--- src/rtl/fp32_to_int_conv.sv ---
// Iterative FP32 -> signed integer converter with valid/ready handshakes and saturation.
// Define FP2INT_ROUND_NEAREST_EN for round-to-nearest-even; otherwise results truncate toward zero.
module fp32_to_int_conv #(
  parameter int INT_W         = 32,
  parameter int SHIFT_PER_CYC = 4
) (
  input  logic             clk,
  input  logic             rst_n,
  input  logic             in_valid,
  output logic             in_ready,
  input  logic [31:0]      in_data,
  output logic             out_valid,
  input  logic             out_ready,
  output logic [INT_W-1:0] out_data,
  output logic             out_ovf,
  output logic             out_nan,
  output logic             out_inexact
);

  // One spare bit above the integer range so a rounding carry stays visible to the overflow check.
  localparam int MAG_W = ((INT_W > 24) ? INT_W : 24) + 1;

  localparam logic [2:0] ST_IDLE   = 3'd0;
  localparam logic [2:0] ST_UNPACK = 3'd1;
  localparam logic [2:0] ST_SHIFT  = 3'd2;
  localparam logic [2:0] ST_ROUND  = 3'd3;
  localparam logic [2:0] ST_DONE   = 3'd4;

  localparam logic [4:0]       STEP    = 5'(SHIFT_PER_CYC);
  localparam logic [7:0]       EXP_TOP = 8'(127 + INT_W - 1);
  localparam logic [MAG_W-1:0] MAG_ONE = {{(MAG_W-1){1'b0}}, 1'b1};
  localparam logic [MAG_W-1:0] LIM_NEG = MAG_ONE << (INT_W - 1);
  localparam logic [MAG_W-1:0] LIM_POS = LIM_NEG - MAG_ONE;
  localparam logic [INT_W-1:0] SAT_POS = {1'b0, {(INT_W-1){1'b1}}};
  localparam logic [INT_W-1:0] SAT_NEG = {1'b1, {(INT_W-1){1'b0}}};

  logic [2:0]       state_q, state_d;
  logic [31:0]      op_q, op_d;
  logic [MAG_W-1:0] mag_q, mag_d;
  logic [4:0]       cnt_q, cnt_d;
  logic             left_q, left_d;
  logic             guard_q, guard_d;
  logic             sticky_q, sticky_d;
  logic             valid_q, valid_d;
  logic [INT_W-1:0] data_q, data_d;
  logic             ovf_q, ovf_d;
  logic             nan_q, nan_d;
  logic             inx_q, inx_d;

  logic             sign;
  logic [7:0]       exp_f;
  logic [22:0]      frac;
  logic [4:0]       amt;
  logic [MAG_W-1:0] mask;
  logic [MAG_W-1:0] low;
  logic             inc;
  logic [MAG_W-1:0] mag_rnd;
  logic [INT_W-1:0] mag_int;
  logic [INT_W-1:0] res_signed;
  logic             rnd_ovf;
  logic [INT_W-1:0] sat_val;

  assign sign    = op_q[31];
  assign exp_f   = op_q[30:23];
  assign frac    = op_q[22:0];
  assign sat_val = sign ? SAT_NEG : SAT_POS;

  assign amt  = (cnt_q < STEP) ? cnt_q : STEP;
  assign mask = (MAG_ONE << amt) - MAG_ONE;
  assign low  = mag_q & mask;

`ifdef FP2INT_ROUND_NEAREST_EN
  assign inc = guard_q & (sticky_q | mag_q[0]);
`else
  assign inc = 1'b0;
`endif

  assign mag_rnd    = mag_q + {{(MAG_W-1){1'b0}}, inc};
  assign rnd_ovf    = sign ? (mag_rnd > LIM_NEG) : (mag_rnd > LIM_POS);
  assign mag_int    = mag_rnd[INT_W-1:0];
  assign res_signed = sign ? ({INT_W{1'b0}} - mag_int) : mag_int;

  always_comb begin
    state_d  = state_q;
    op_d     = op_q;
    mag_d    = mag_q;
    cnt_d    = cnt_q;
    left_d   = left_q;
    guard_d  = guard_q;
    sticky_d = sticky_q;
    valid_d  = valid_q;
    data_d   = data_q;
    ovf_d    = ovf_q;
    nan_d    = nan_q;
    inx_d    = inx_q;
    case (state_q)
      ST_IDLE: begin
        if (in_valid) begin
          op_d    = in_data;
          state_d = ST_UNPACK;
        end
      end
      ST_UNPACK: begin
        data_d   = '0;
        ovf_d    = 1'b0;
        nan_d    = 1'b0;
        inx_d    = 1'b0;
        guard_d  = 1'b0;
        sticky_d = 1'b0;
        left_d   = 1'b0;
        cnt_d    = '0;
        mag_d    = {{(MAG_W-24){1'b0}}, 1'b1, frac};
        state_d  = ST_DONE;
        if (exp_f == 8'hFF) begin
          if (frac != 23'd0) begin
            nan_d = 1'b1;
          end else begin
            data_d = sat_val;
            ovf_d  = 1'b1;
          end
        end else if (exp_f >= EXP_TOP) begin
          // -2^(INT_W-1) is the one value at this exponent that fits exactly.
          data_d = sat_val;
          ovf_d  = !(sign && (exp_f == EXP_TOP) && (frac == 23'd0));
        end else if (exp_f == 8'd0) begin
          inx_d = |frac;
        end else if (exp_f < 8'd127) begin
          mag_d    = '0;
          guard_d  = (exp_f == 8'd126);
          sticky_d = (exp_f == 8'd126) ? |frac : 1'b1;
          state_d  = ST_ROUND;
        end else if (exp_f > 8'd150) begin
          left_d  = 1'b1;
          cnt_d   = exp_f[4:0] - 5'd22;
          state_d = ST_SHIFT;
        end else if (exp_f < 8'd150) begin
          cnt_d   = 5'd22 - exp_f[4:0];
          state_d = ST_SHIFT;
        end else begin
          state_d = ST_ROUND;
        end
      end
      ST_SHIFT: begin
        if (left_q) begin
          mag_d = mag_q << amt;
        end else begin
          mag_d    = mag_q >> amt;
          guard_d  = |(low & ~(mask >> 1));
          sticky_d = sticky_q | guard_q | (|(low & (mask >> 1)));
        end
        cnt_d = cnt_q - amt;
        if (cnt_q == amt) state_d = ST_ROUND;
      end
      ST_ROUND: begin
        ovf_d   = rnd_ovf;
        inx_d   = (guard_q | sticky_q) & ~rnd_ovf;
        data_d  = rnd_ovf ? sat_val : res_signed;
        state_d = ST_DONE;
      end
      ST_DONE: begin
        // out_valid rises one cycle after the result is loaded.
        valid_d = 1'b1;
        if (valid_q && out_ready) begin
          valid_d = 1'b0;
          state_d = ST_IDLE;
        end
      end
      default: state_d = ST_IDLE;
    endcase
  end

  always_ff @(posedge clk or negedge rst_n) begin
    if (!rst_n) begin
      state_q  <= ST_IDLE;
      op_q     <= '0;
      mag_q    <= '0;
      cnt_q    <= '0;
      left_q   <= 1'b0;
      guard_q  <= 1'b0;
      sticky_q <= 1'b0;
      valid_q  <= 1'b0;
      data_q   <= '0;
      ovf_q    <= 1'b0;
      nan_q    <= 1'b0;
      inx_q    <= 1'b0;
    end else begin
      state_q  <= state_d;
      op_q     <= op_d;
      mag_q    <= mag_d;
      cnt_q    <= cnt_d;
      left_q   <= left_d;
      guard_q  <= guard_d;
      sticky_q <= sticky_d;
      valid_q  <= valid_d;
      data_q   <= data_d;
      ovf_q    <= ovf_d;
      nan_q    <= nan_d;
      inx_q    <= inx_d;
    end
  end

  assign in_ready    = (state_q == ST_IDLE);
  assign out_valid   = valid_q;
  assign out_data    = data_q;
  assign out_ovf     = ovf_q;
  assign out_nan     = nan_q;
  assign out_inexact = inx_q;

endmodule
--- config.mk ---
export PLATFORM = sky130hd
export DESIGN_NAME = fp32_to_int_conv
export DESIGN_NICKNAME = d
export VERILOG_FILES = /design/src/rtl/fp32_to_int_conv.sv
export SDC_FILE = /design/constraint.sdc
export NUM_CORES = 1
export LEC_CHECK = 0
export BUFFER_PORTS_ARGS = -buffer_cell sky130_fd_sc_hd__buf_2
export CAP_MARGIN = 20
export CORE_MARGIN = 4
export CORE_UTILIZATION = 40
export DETAILED_ROUTE_END_ITERATION = 6
export GPL_ROUTABILITY_DRIVEN = 0
export SLEW_MARGIN = 20
export SYNTH_ARGS = -nofsm -noshare
export SYNTH_HDL_FRONTEND = slang
export SYNTH_SLANG_ARGS = --single-unit
--- constraint.sdc ---
create_clock -name clk -period 4.7 [get_ports clk]
set_input_delay 1.41 -clock clk [delete_from_list [all_inputs] [get_ports clk]]
set_output_delay 1.41 -clock clk [all_outputs]
set_load 0.02 [all_outputs]
**Yosys cells after proc, flatten, opt, wreduce, memory -nomap -nowiden**

Cells that the tools add are included.

- Register bits after elaboration: 112
- Bits in latches: 0
- Bits in writable memories: 0
- Bits in read-only memories: 0
- Input port bits: 36
- Output and inout bits: 37
- Memories: 0

- Add/sub/neg operators: 5
- Multiply operators: 0
- Divide/modulo/power cells: 0
- Order comparisons: 7
- Eq/ne operators: 12
- Shifts and indexed selects: 3
- Muxes and demuxes: 61
- Bitwise operators: 8
- Reductions and logical operators: 16

Operators by type and width:

| kind | count |
|---|---|
| $mux W32 | 6 |
| $mux W24 | 4 |
| $and A33 B33 Y33 | 2 |
| $pmux W33 S2 | 1 |
| $reduce_or A33 Y1 | 2 |
| $pmux W32 S2 | 1 |
| $mux W5 | 7 |
| $and A33 B32 Y33 | 1 |
| $gt A33 B31 Y1 const B | 1 |
| $gt A33 B32 Y1 const B | 1 |
| $mux W33 | 1 |
| $not A32 Y33 | 1 |
| $shl A1 B5 Y33 const A | 1 |
| $shl A33 B5 Y33 | 1 |
| $shr A33 B5 Y33 | 1 |
| $sub A33 B1 Y33 const B | 1 |
| $sub A1 B32 Y32 const A | 1 |
| $mux W1 | 29 |
| $logic_not A23 Y1 | 1 |
| $reduce_bool A23 Y1 | 1 |
| $reduce_or A23 Y1 | 1 |
| $mux W3 | 6 |
| $eq A8 B8 Y1 const B | 2 |
| $pmux W3 S5 | 1 |
| 26 further kinds | 38 |

**Logic depth before layout (Yosys ltp)**

Gate-level depths: netlist of the first run.

- Word-level depth: 10
- Depth in mapped cells: 12
- Mapped depth without buffers: 10

**Worst setup path before layout of the first run**

Ideal clock, no wire load.

- Path kind: reg2reg
- Start: reg cnt_q[2]
- End: reg sticky_q
- Library setup time: 83 ps
- Arrival: 2779 ps
- Required time: 4617 ps
- Slack: 1839 ps
- Stages on the path, launching flop included: 13
- Buffers on the path: 2
- Clock period less this slack: 2861 ps
- Cells stage by stage: dfrtp_1 clkbuf_1 or3_1 nor2_1 clkbuf_1 nand2_1 ha_1 nor2b_1 o2bb2ai_1 a211o_1 o211ai_1 o21ai_0 o21ai_0

- Cells in the longest elaborated chain, start to end: 10

Ends and longest elaborated chain:

| element | RTL line | source |
|---|---|---|
| start, declared | 40 | `logic [4:0] cnt_q, cnt_d;` |
| start signal, assigned | 190 | `cnt_q <= cnt_d;` |
| $lt A5 B3 Y1 | 68 | `assign amt = (cnt_q < STEP) ? cnt_q : STEP;` |
| $mux W5 * | 68 |  |
| $shl A1 B5 Y33 * | 69 | `assign mask = (MAG_ONE << amt) - MAG_ONE;` |
| $sub A33 B1 Y33 * | 69 |  |
| $and A33 B33 Y33 | 70 | `assign low = mag_q & mask;` |
| $and A33 B32 Y33 * | 149 | `sticky_d = sticky_q \| guard_q \| (\|(low & (mask >> 1)));` |
| $reduce_or A33 Y1 * | 149 |  |
| $or A1 B1 Y1 * | 149 |  |
| $mux W1 * | 144 | `if (left_q) begin` |
| $pmux W1 S2 * | 96 | `case (state_q)` |
| end signal, assigned | 193 | `sticky_q <= sticky_d;` |
| end, declared | 43 | `logic sticky_q, sticky_d;` |

Every way passes the cells marked *; elsewhere a longest branch is shown, timed or not. The select of a mux whose other input is x is not followed.
A chain may end at the register's enable or synchronous reset.

**Final worst setup path of the first run**

- Start: reg cnt_q[1]
- End: reg sticky_q

The elaborated chain is that of the path after synthesis.

==> out/qor.yml, run 1 <==
drt-initial-drc-count: 1097
synthAdderAreaFrac_pct: 1.33
cts_setup_buffers: 0
seq_area_frac_synth_pct: 33.2
r2r_cells: 10
synth_top_area_share_pct: 33.2
hold_path_end: "out_data[22]"
synth_xor_area_share_pct: 3.42
die-area_mm2: 0.0235
ir_drop_mv: 0.326
min_period_ns: 3.03
outcome: "completed"
synth_nets: 1038
postSynth.asyncResetShare_pct: 100
crit_path_start: "cnt_q[1]"
num_vias: 8038
crit_type: "reg2reg"
crit_family: "buffers and inverters"
max_freq_ghz: 0.330
rrSetupSlack_ns: 1.67
p_total_uw: 7130
clock_sinks: 112
path_cells: "buf_4 > clkinv_1 > nand3_1 > ha_1 > nor2b_1 > o2bb2ai_1 > a211o_1 > o211ai_1 > o21ai_0 > o21ai_0"
dpl.hpwl_um: 18500
wl_um: 27500
synthesis.area_mm2: 0.00844
cts_hold_buf: 0
yosys.area.top_type: "dfrtp_1"
hp-class: "reg2reg"
leakagePower_uw: 0.00358
grt_max_degree: 70
drtAntennaViolNets: 0
cts_tree: "built"
worst_pin_slew_ns: 1.12
cts_htree_levels: 3
crit_fanout: 43
grt_usage_pct: 23.0
rsz0062_at_grt: "false"
synthFlopType: "dfrtp_1"
synth_edf_count: 0
maxCapViolCount: 0
pre_cts_ws_ns: 1.75
area_growth_pct: 8.85
ys_warn_count: 0
core_mm2: 0.0205
required_ns: 4.98
max_stage_delay_ns: 0.48
syn_area_per_cell_um2: 8.50
min_path_cells: 2
clkTransAtPathRegs_ns: 0.08
cts_buffer_depth: 2
fin_area_mm2: 0.00919
io_buffers: 72
finalSetupTns_ns: 0
fin_util_pct: 44.8
reg2reg_from: "cnt_q[1]"
netlist_instances: 993
synth_compound_area_share_pct: 22.8
initial_core_util_pct: 41.2
min_from: "out_data[22]"
cts_root_buf: "clkbuf_16"
skew_ns: 0.00927
via_per_inst: 6.36
post-route-period-util_pct: 64.5
cpMostUsedCell: "o21ai_0"
synthTopCellsByCount: "nand2_1, dfrtp_1, nor2_1"
grt_overflow_total: 0
grt_first_pass_wirelength_um: 44100
hold_viol: 0
nets: 1033
grt_pass1_vias: 7604
io_pins: 73
synthTopCellsByArea: "dfrtp_1, mux2_2, nand2_1"
setup_viol: 0
end_kind: "flop"
wl_per_cell_um: 21.7
dieWidth_um: 153
synth_top_family_by_area: "compound AO/OA/AOI/OAI gates"
synth.most_common_cell: "nand2_1"
diodes: 0
place_area_mm2: 0.00889
maxSlewViolCount: 0
cts_buffers: 9
synth-seq-cells: 112
critPathLaunchType: "flop"
worst_r2r_endpoint: "sticky_q"
slew_headroom_pct: 25.4
drive_above_1_share_pct: 18.9
die_height_um: 153
antenna_found_initial: 0
ys_types: 75
dr.pass1.iters: 5
slowest_stage: "clkinv_1"
power_density_mw_per_mm2: 776
drc_errors: 0
synthSimpleGateAreaFrac_pct: 18.8
arrival_ns: 3.31
row_count: 52
synthMuxAreaShare_pct: 14.9
ctsResizeCount: 0
cp.buffers_inverters: 2
clk_latency_ns: 0.37
worst_slack_ns: 1.67
where the power goes:
part           total (uW)  switching [uW]  internal (uW)
Combinational        3980            2320           1660
Clock                 786             392            394
Sequential           2370             942           1420
Total                7130            3660           3480
layout make-up:
| cell class | instances | area [um^2] |
|---|---|---|
| Sequential cell | 112 | 2810 |
| Tap cell | 270 | 338 |
| Multi-Input combinational cell | 765 | 5200 |
| Inverter | 8 | 30.0 |
| Fill cell | 2018 | 11300 |
| Clock inverter | 5 | 38.8 |
| Clock buffer | 11 | 253 |
| Timing Repair Buffer | 92 | 526 |
cells in the final DEF, fill, tap and decap left out, types with 19 or more instances in the layout:
master   Yosys  layout
mux2_2      40      40
a31oi_1     27      27
a21oi_1     59      59
o21ai_0     60      60
buf_2       10      71
nand2_1    117     117
dfrtp_1    112     110
buf_4        3      20
mux2i_1     40      40
nor2_1     102     100
o31ai_1     19      19
xnor2_1     22      22
tightest hold or removal path, stage by stage, from the launching register on:
cell and delay (ns):
dfrtp_1 0.34, nand2_1 0.05, o221ai_1 0.06
routing by layer:
| layer | up-vias | share of wire (%) | track usage [%] |
|---|---|---|---|
| li1 | 3666 | - | - |
| met1 | 3911 | 45 | 34.2 |
| met2 | 408 | 44 | 34.3 |
| met3 | 53 | 8.6 | 4.24 |
| met4 | 0 | 2.2 | 6.36 |
| met5 | - | 0 | 0 |
sequential cells by signal, summed over array words and instances, names as in the netlist:
| register | cells |
|---|---|
| cnt_q | 5 |
| guard_q | 1 |
| left_q | 1 |
| mag_q | 33 |
| op_q | 32 |
| out_data | 32 |
| out_inexact | 1 |
| out_nan | 1 |
| out_ovf | 1 |
| out_valid | 1 |
| state_q | 3 |
| sticky_q | 1 |
how the worst max path moves through the flow:
stage	end	slack, ns	depth (start not counted)
final	sticky_q	1.67	10
after global routing	out_data[18]	1.50	6
after CTS	out_data[2]	1.73	6
after detailed placement	out_data[2]	1.75	6
after global placement	sticky_q	1.78	10
after floorplan	sticky_q	1.84	12
kinds of logic (layout without fill, tap and decap cells):
group,after synthesis,after routing
simple gates,337,337
compound gates,287,287
buf+inv,116,116
flops,112,112
mux,98,98
xor+xnor,33,33
fa+ha+maj,9,9
other cells,1,1
metrics by stage:
stage          std cells  hold WS, ns
5_1_grt             1263        0.511
3_5_place_dp        1247        0.470
3_3_place_gp        1247        0.463
4_1_cts             1263        0.488
2_1_floorplan        993        0.451
6_report            1263        0.485
(Power assumes the default switching activity.)
==> inputs of run 2 (changes only) <==
- clock period: 4.7 -> 2.76 ns (I/O delays scaled with it)
==> run 2 against run 1 <==
Clock-buffer cell count stayed put. Sequential share of layout area is 1.7 points lower. Utilization is 2.6 points higher. Non-clock buffer count is 63 higher. Die area stayed put. Flip-flop and latch count stayed put. Power is 80% higher. Highest routed layer unchanged. Critical endpoint is now out_ovf. Maximum frequency is 19% higher. Clock skew is 0.00086 ns lower. Via count is 3.9% higher. Register-to-register slack worse by 1.5 ns.
==> out/qor.yml, run 2 (synthesized netlist as in run 1, its figures left out) <==
outcome: "completed"
cts_buffers: 9  # unchanged
maxSlewViolCount: 0  # unchanged
leakagePower_uw: 0.00391  # +9.4%
wl_um: 28300  # +3.1%
drt-initial-drc-count: 1005  # -8.4%
max_freq_ghz: 0.391  # +19%
diodes: 0  # unchanged
die-area_mm2: 0.0235  # unchanged
cp.buffers_inverters: 1  # -1
grt_max_degree: 55  # -21%
clock_power_share_pct: 10.3  # -0.7 points
end_kind: "flop"
grtUsageMet2_pct: 35.3  # +0.94 points
clk_latency_ns: 0.36  # about the same
combPwrFrac_pct: 63.9  # +8.1 points
row_count: 52  # unchanged
hold_viol: 0  # unchanged
area_growth_pct: 15.1
io_pins: 73  # unchanged
required_ns: 3.01  # -1.97 ns
arrival_ns: 2.80  # -0.51 ns
min_period_ns: 2.56  # -0.474 ns
grt_busiest_layer: "met2"
grt_usage_pct: 23.9  # +0.87 points
max_stage_delay_ns: 0.57  # +0.09 ns
drtAntennaViolNets: 0  # unchanged
pre_cts_ws_ns: 0.213  # -1.54 ns
crit_family: "simple AND/OR/NAND/NOR gates"
drive_above_1_share_pct: 23.3  # +4.4 points
grt_pass1_vias: 8095  # +6.5%
core_mm2: 0.0205  # unchanged
ir_drop_mv: 0.475  # +46%
skew_ns: 0.00841  # -0.000857 ns
via_per_inst: 6.30  # -0.96%
antenna_found_initial: 0  # unchanged
cts_root_buf: "clkbuf_16"
rsz0062_at_grt: "false"
post-route-period-util_pct: 92.6  # +28 points
hp-class: "in2async"
io_buffers: 72  # unchanged
finalSetupTns_ns: 0  # unchanged
path_cells: "or4_1 > or3_4 > nor4_2 > o22ai_1 > buf_4 > nand2_1 > o21ai_0"
dr.pass1.iters: 6  # +1
sw_frac_of_total_pct: 49.4  # -1.9 points
holdWs_ns: 0.455  # -0.0302 ns
largest_reg_flops: 33  # unchanged
fill_cells: 2058  # +2.0%
dieWidth_um: 153  # unchanged
cts_buffer_depth: 2  # unchanged
maxCapViolCount: 0  # unchanged
worst_pin_slew_ns: 0.675  # -0.444 ns
critPathLaunchType: "flop"
setup_viol: 0  # unchanged
p_sw_uw: 6320  # +73%
grt_first_pass_wirelength_um: 45700  # +3.7%
initial_core_util_pct: 41.2  # unchanged
grt_overflow_total: 0  # unchanged
slowest_stage: "or4_1"
worst_slack_ns: 0.204  # -1.47 ns
mostFrequentLayoutCells: "nand2_1, dfrtp_1, nor2_1"
cts_hold_buf: 0  # unchanged
nets: 1096  # +6.1%
crit_type: "reg2reg"
cts_htree_levels: 3  # unchanged
crit_fanout: 14  # -67%
ctsResizeCount: 0  # unchanged
clkTransAtPathRegs_ns: 0.07  # about the same
cellInternalPower_uw: 6490  # +87%
die_height_um: 153  # unchanged
clock_sinks: 112  # unchanged
seq_power_share_pct: 25.8  # -7.4 points
power_density_mw_per_mm2: 1320  # +70%
wl_per_cell_um: 21.4  # -1.7%
slew_headroom_pct: 54.6  # +29 points
drc_errors: 0  # unchanged
cts_tree: "built"
use_met3_pct: 6.39  # +2.1 points
top_register: "mag_q"
num_vias: 8352  # +3.9%
dpl.hpwl_um: 20000  # +8.2%
grt_use_met1_pct: 33.7  # -0.48 points
final_common_cell: "nand2_1"
cts_setup_buffers: 0  # unchanged
## run 2: cell count changes in the layout (fill, tap and decap cells not counted), sizes merged
| cell | previous run | this run |
|---|---|---|
| clkinv | 3 | 4 |
| buf | 92 | 154 |
| inv | 9 | 7 |
| clkinvlp | 1 | 0 |
| clkbuf | 11 | 12 |
| bufinv | 0 | 1 |
## run 2: layer usage
metal	up-vias	wire length [um]	share of wire (%)
met2	470	12500	44
met3	62	3030	11
met4	0	724	2.6
li1	3789	-	-
met1	4031	12000	42
met5	-	0	0
## run 2: final timing paths
path	startpoint	to	slack [ns]	cells past startpoint
setup reg to reg	mag_q[10]	out_ovf	0.20	7
hold reg to reg	out_data[29]	out_data[29]	0.48	2
setup / recovery	mag_q[10]	out_ovf	0.20	7
max in group asynchronous	rst_n	cnt_q[1]	1.60	2
min in group clk	out_data[29]	out_data[29]	0.48	2
hold / removal	rst_n	out_data[24]	0.46	1
## run 2: power groups by stage
stage	combinational [uW]	sequential [uW]	clock (uW)
3_3_place_gp	7960	3290	0
4_1_cts	8030	3290	1350
3_5_place_dp	8000	3330	0
2_1_floorplan	5420	3250	0
5_1_grt	8880	3430	1410
6_report	8180	3310	1320
## run 2: through the flow
step | utilization, % | instance area, um^2 | power, uW | instances
after floorplan | - | 8450 | 8670 | 993
after global placement | 46.0 | 9420 | 11300 | 1309
after detailed placement | 46.0 | 9420 | 11300 | 1309
after CTS | 47.4 | 9710 | 12700 | 1324
after global routing | 47.4 | 9710 | 13700 | 1325
final | 47.4 | 9710 | 12800 | 1325
## run 2: area by class of cell
class	instances	area, um^2	share of cell area, %
Tap cell	270	338	3.48
Inverter	8	30.0	0.309
Clock buffer	11	243	2.50
Multi-Input combinational cell	765	5190	53.5
Timing Repair Buffer	155	1060	10.9
Clock inverter	4	45.0	0.464
Sequential cell	112	2800	28.9
